[src/rtl/input_sequencer.sv]
// Push-button front end: two-flop synchroniser, counter debouncer, rising-edge press detect,
// and an A -> B -> F -> SHOW load sequencer driving the downstream select decoder.
module input_sequencer #(
  parameter int DEBOUNCE_CYCLES = 1000000,  // must be >= 2
  parameter int CNT_W           = 20        // 2**CNT_W must exceed DEBOUNCE_CYCLES
) (
  input  logic       clk,
  input  logic       rst,
  input  logic       btn,
  output logic [1:0] sel,
  output logic       en,
  output logic [1:0] stage
);

  typedef enum logic [1:0] {
    S_A    = 2'b00,
    S_B    = 2'b01,
    S_F    = 2'b10,
    S_SHOW = 2'b11
  } state_t;

  localparam logic [CNT_W-1:0] CNT_LAST = CNT_W'(DEBOUNCE_CYCLES - 1);

  state_t           state, state_next;
  logic             s1, s2;
  logic             deb, deb_q;
  logic [CNT_W-1:0] cnt;
  logic             press;

  // NOTE: every clocked register below uses <= so all flops update from pre-edge values.
  always_ff @(posedge clk) begin
    if (rst) begin
      s1 <= 1'b0;
      s2 <= 1'b0;
    end else begin
      s1 <= btn;
      s2 <= s1;
    end
  end

  // Level only changes after DEBOUNCE_CYCLES consecutive samples that disagree with it.
  always_ff @(posedge clk) begin
    if (rst) begin
      deb   <= 1'b0;
      deb_q <= 1'b0;
      cnt   <= '0;
    end else begin
      deb_q <= deb;
      if (s2 == deb) begin
        cnt <= '0;
      end else if (cnt == CNT_LAST) begin
        deb <= s2;
        cnt <= '0;
      end else begin
        cnt <= cnt + 1'b1;
      end
    end
  end

  assign press = deb & ~deb_q;

  // NOTE: state_next gets its hold value first so no path through this block infers a latch.
  always_comb begin
    state_next = state;
    if (press) begin
      case (state)
        S_A:     state_next = S_B;
        S_B:     state_next = S_F;
        S_F:     state_next = S_SHOW;
        default: state_next = S_A;
      endcase
    end
  end

  always_ff @(posedge clk) begin
    if (rst) begin
      state <= S_A;
      sel   <= 2'b00;
      en    <= 1'b0;
    end else begin
      state <= state_next;
      en    <= press;
      if (press) sel <= state;
    end
  end

  assign stage = state;

endmodule
[config.mk]
export PLATFORM = sky130hd
export DESIGN_NAME = input_sequencer
export DESIGN_NICKNAME = d
export VERILOG_FILES = /design/src/rtl/input_sequencer.sv
export SDC_FILE = /design/constraint.sdc
export NUM_CORES = 1
export LEC_CHECK = 0
export BUFFER_PORTS_ARGS = -buffer_cell sky130_fd_sc_hd__buf_2
export CAP_MARGIN = 25
export CORE_MARGIN = 2
export CORE_UTILIZATION = 45
export DETAILED_ROUTE_END_ITERATION = 10
export RECOVER_POWER = 50
export SYNTH_ARGS = -nofsm -noshare
export SYNTH_HDL_FRONTEND = slang
export SYNTH_SLANG_ARGS = --single-unit
[constraint.sdc]
create_clock -name clk -period 2.9 [get_ports clk]
set_input_delay 0.145 -clock clk [delete_from_list [all_inputs] [get_ports clk]]
set_output_delay 0.145 -clock clk [all_outputs]
set_load 0.005 [all_outputs]
Yosys cells after proc, flatten, opt, wreduce, memory -nomap -nowiden
Cells that the tools add are included.
{"block": "op_classes", "eq_ne": 4, "add_sub_neg": 1, "n_mux": 1, "bitwise": 3, "reduce_logical": 3}
{"op": "20-bit by 1-bit adder with 20-bit output, second input constant", "count": 1}
{"op": "20-bit == test, second input constant", "count": 1}
{"op": "2-bit case mux with 3 select lines", "count": 1}
{"op": "3-bit OR reduction", "count": 1}
{"op": "2-bit by 1-bit == test with 1-bit output, second input constant", "count": 1}
{"op": "2-bit == test, second input constant", "count": 1}
{"op": "2-bit logical NOT", "count": 1}
{"op": "1-bit NOT", "count": 2}
{"op": "2-bit AND reduction", "count": 1}
{"op": "1-bit bitwise AND", "count": 1}
{"op": "1-bit == test", "count": 1}
{"block": "word_totals", "ff_bits": 29, "output_inout_bits": 5, "word_cells": 20}

Depth between registers and ports, before layout
{"block": "depth", "depth_word": 3, "mapped_depth": 6, "mapped_depth_nobuf": 6}

Worst setup path after synthesis
No wires, ideal clock.
{"block": "synth_timing", "path_type": "register to register", "startpoint": "register cnt[0]", "endpoint": "register cnt[10]", "slack_ns": 1.426, "required_time_ns": 2.785, "setup_time_ns": 0.115, "t_arrival_ns": 1.359, "period_less_slack_ns": 1.474, "path_stages_with_launch": 7, "path_cell_list": "dfxtp_1 ha_1 and4_1 nand2_1 o21bai_4 buf_4 nor2_1"}
{"block": "synth_between", "elab_chain_len": 2, "word_cells_on_any_way": 3, "classes_between": "1 x add/sub; 1 x eq/ne; 1 x reduce/logical"}
{"element": "from (decl)", "line_no": "27", "source": "logic [CNT_W-1:0] cnt;"}
{"element": "from (signal assigned)", "line_no": "55", "source": "cnt <= cnt + 1'b1;"}
{"element": "branches (longest 2 deep; another with 20-bit by 1-bit adder with 20-bit output)"}
Several ways; the timed one is not identified.
A chain may end at the register's enable or synchronous reset.

Worst setup path in the final report
{"block": "layout_timing", "startpoint": "register cnt[0]", "endpoint": "register cnt[9]"}
The elaborated chain is that of the path after synthesis.

==> flow_summary.toml <==
[floorplanning]
rows = 19
die-area_mm2 = 0.00332
core-area_mm2 = 0.00273
initial_utilization_pct = 47.3
num_io_pins = 8
die_y_um = 57.6
fp.dieW_um = 57.6

[outcome]
outcome = "finished, final reports clean"

[synthesis]
synth_area_mm2 = 0.00129
synthCells = 140
yosysMostFrequentCell = "dfxtp_1"
synth-xor-area-share_pct = 8.81
ys_seq_elements = 29
yosysTopAreaCellShare_pct = 44.9
yosysSeqAreaShare_pct = 44.9
synth-compound-area-share_pct = 9.49
muxShareOfSynthArea_pct = 0.774
synth_top_family_by_area = "simple AND/OR/NAND/NOR gates"
synth_nets = 147
yosys_warnings = 0
async_flop_share_pct = 0
avgSynthCellArea_um2 = 9.23
ys_types = 34
synth_top_cell_by_area = "dfxtp_1"
synthAdderAreaFrac_pct = 3.87
synth_top_cells_by_area = "dfxtp_1 (45%), nor2_1 (6.4%), xor2_1 (4.7%)"
synth_ff_type = "dfxtp_1"
synth_commonest_cells = "dfxtp_1 (29), nor2_1 (22), a21oi_1 (9)"
synth-edff-count = 0
yosys.area_share.simple_pct = 28.7

[detailed_routing]
routedWlPerCell_um = 12.0
ant_nets = 0
drtIter0Drc = 29
via_per_inst = 5.32
dr_total_vias = 968
drt_pass1_iterations = 4
wirelength_mm = 2.18
drc = 0

[clocking]
h-tree-depth = 2
clk_pin_slew_ns = 0.08
worstSkewPairLatency_ns = 0.32
clockBufferDepth = 2
cts_buffers = 5
cts_root_buf = "clkbuf_4"
cts.sinks = 29
post_cts_buffers = 0
hold_buffers = 0
cts_tree = "done"
cts_resized = 0

[power_and_ir_drop]
combinationalPowerShare_pct = 1.3
leakagePower_nw = 0.484
p_seq_share_pct = 61.8
power_frac_clock_pct = 36.9
p_int_w = 0.000517
switching_power_w = 0.000131
power_density_mw_per_mm2 = 461
swShare_pct = 20.2
totalPowerFinal_w = 0.000648
vdd_drop_max_mv = 0.328

[worst_setup_path]
arrival_ns = 1.86
critical_path_class = "reg2reg"
critPathLaunch = "cnt[0]"
crit_path_start_kind = "flop"
rr_startpoint = "cnt[0]"
cp_max_fo = 18
worstPathRequired_ns = 3.09
end_kind = "flop"

[finish]
syn_to_final_growth_pct = 8.71
n_antenna_cell = 0
nets = 158
n_fill_cell = 265
drive_above_1_share_pct = 13.2

[timing]
relSlewSlack_pct = 70.4
hold_violations = 0
hold_ws_ns = 0.0335
final_max_slew_viol_count = 0
skew_ns = 0.00811
fin_tns_setup_ns = 0
rsz0062_at_grt = "false"
setup_viol = 0
fmax_ghz = 0.598
worstMarginPinSlew_ns = 0.443
finalCritPeriodShare_pct = 57.7
min_period_ns = 1.67

[global_routing]
grt_max_degree = 19
grt.total_usage_pct = 15.5
grt_pass1_vias = 891
overflow = 0
grt_pass1_wl_mm = 3.84
antenna_found_initial = 0

[min_path]
hold_class = "in2reg"
min_from = "btn"

[run]
max_cap_viol_count = 0

[place]
portBuffers = 7
hpwl_mm = 1.55
gp_congestion = 0.700
kinds of logic (layout without fill, tap and decap cells):
logic type / after synthesis / after routing
muxes: 1 / 1
buffers and inverters: 11 / 22
xor gates and xnor gates: 13 / 13
adders and majority gates: 4 / 4
AOI/OAI and AO/OA: 18 / 18
and+or+nand+nor: 64 / 64
DFF: 29 / 29
registers in the layout, indices dropped and copies added (netlist names):
| name | flops |
|---|---|
| stage | 2 |
| sel | 2 |
| s2 | 1 |
| deb | 1 |
| s1 | 1 |
| cnt | 20 |
| en | 1 |
| deb_q | 1 |
metrics by stage:
stage,util (%),instance area [um^2],std cells,worst slack (ns)
final,51.4,1410,182,1.23
after global routing,51.4,1410,182,1.04
after CTS,51.4,1410,182,1.20
after detailed placement,49.4,1350,175,1.21
after global placement,49.4,1350,175,1.26
after floorplan,-,1290,140,1.43
per-layer routing:
metal	routed length, um	track usage, %	up-vias
li1	-	-	512
met1	1090	19.8	441
met2	968	22.7	9
met3	69	6.12	6
met4	49	7.97	0
met5	0	0	-
worst max-delay path: stages (launching register included):
cell	delay, ns
dfxtp_1	0.39
ha_1	0.25
and4_1	0.26
nand2_1	0.13
o21bai_4	0.42
nor2_1	0.09
final timing paths:
| check | to | slack, ns | cells after the start |
|---|---|---|---|
| worst min register to register | s2 | 0.44 | 1 |
| worst min-delay path | s1 | 0.03 | 2 |
| worst max-delay path | cnt[9] | 1.23 | 5 |
| worst max register to register | cnt[9] | 1.23 | 5 |
power groups by stage:
stage               Clock, W  Sequential [W]  Combinational, W
floorplan                  0        0.000410        0.00000645
global placement           0        0.000410        0.00000826
detailed placement         0        0.000410        0.00000841
CTS                 0.000253        0.000400        0.00000847
global route        0.000263        0.000401        0.00000921
finish              0.000239        0.000400        0.00000819
layout make-up:
type / instances / area, um^2 / area share, %
multi-input combinational: 100 / 667 / 47.5
inverter: 8 / 30.0 / 2.14
timing repair buffer: 7 / 33.8 / 2.40
tap: 31 / 38.8 / 2.76
sequential: 29 / 581 / 41.3
clock buffer: 7 / 55.1 / 3.92
cells in the final DEF (no fill, tap or decap), drive strengths merged:
master	n
nor2b	3
or3	2
o31ai	3
and4	3
nor3b	1
o21ai	2
nand3	7
nand4	7
nor3	3
nor2	22
xnor2	6
o21bai	1
ha	4
or4	3
a21oi	9
and3	1
o21ba	1
nand2	4
xor2	7
nand2b	2
nand4b	1
inv	8
nor4	2
mux2i	1
buf	6
a31o	1
and2	1
nor4b	2
dfxtp	29
clkbuf	8
o21a	1
No activity file was read; power rests on OpenSTA's default activity.
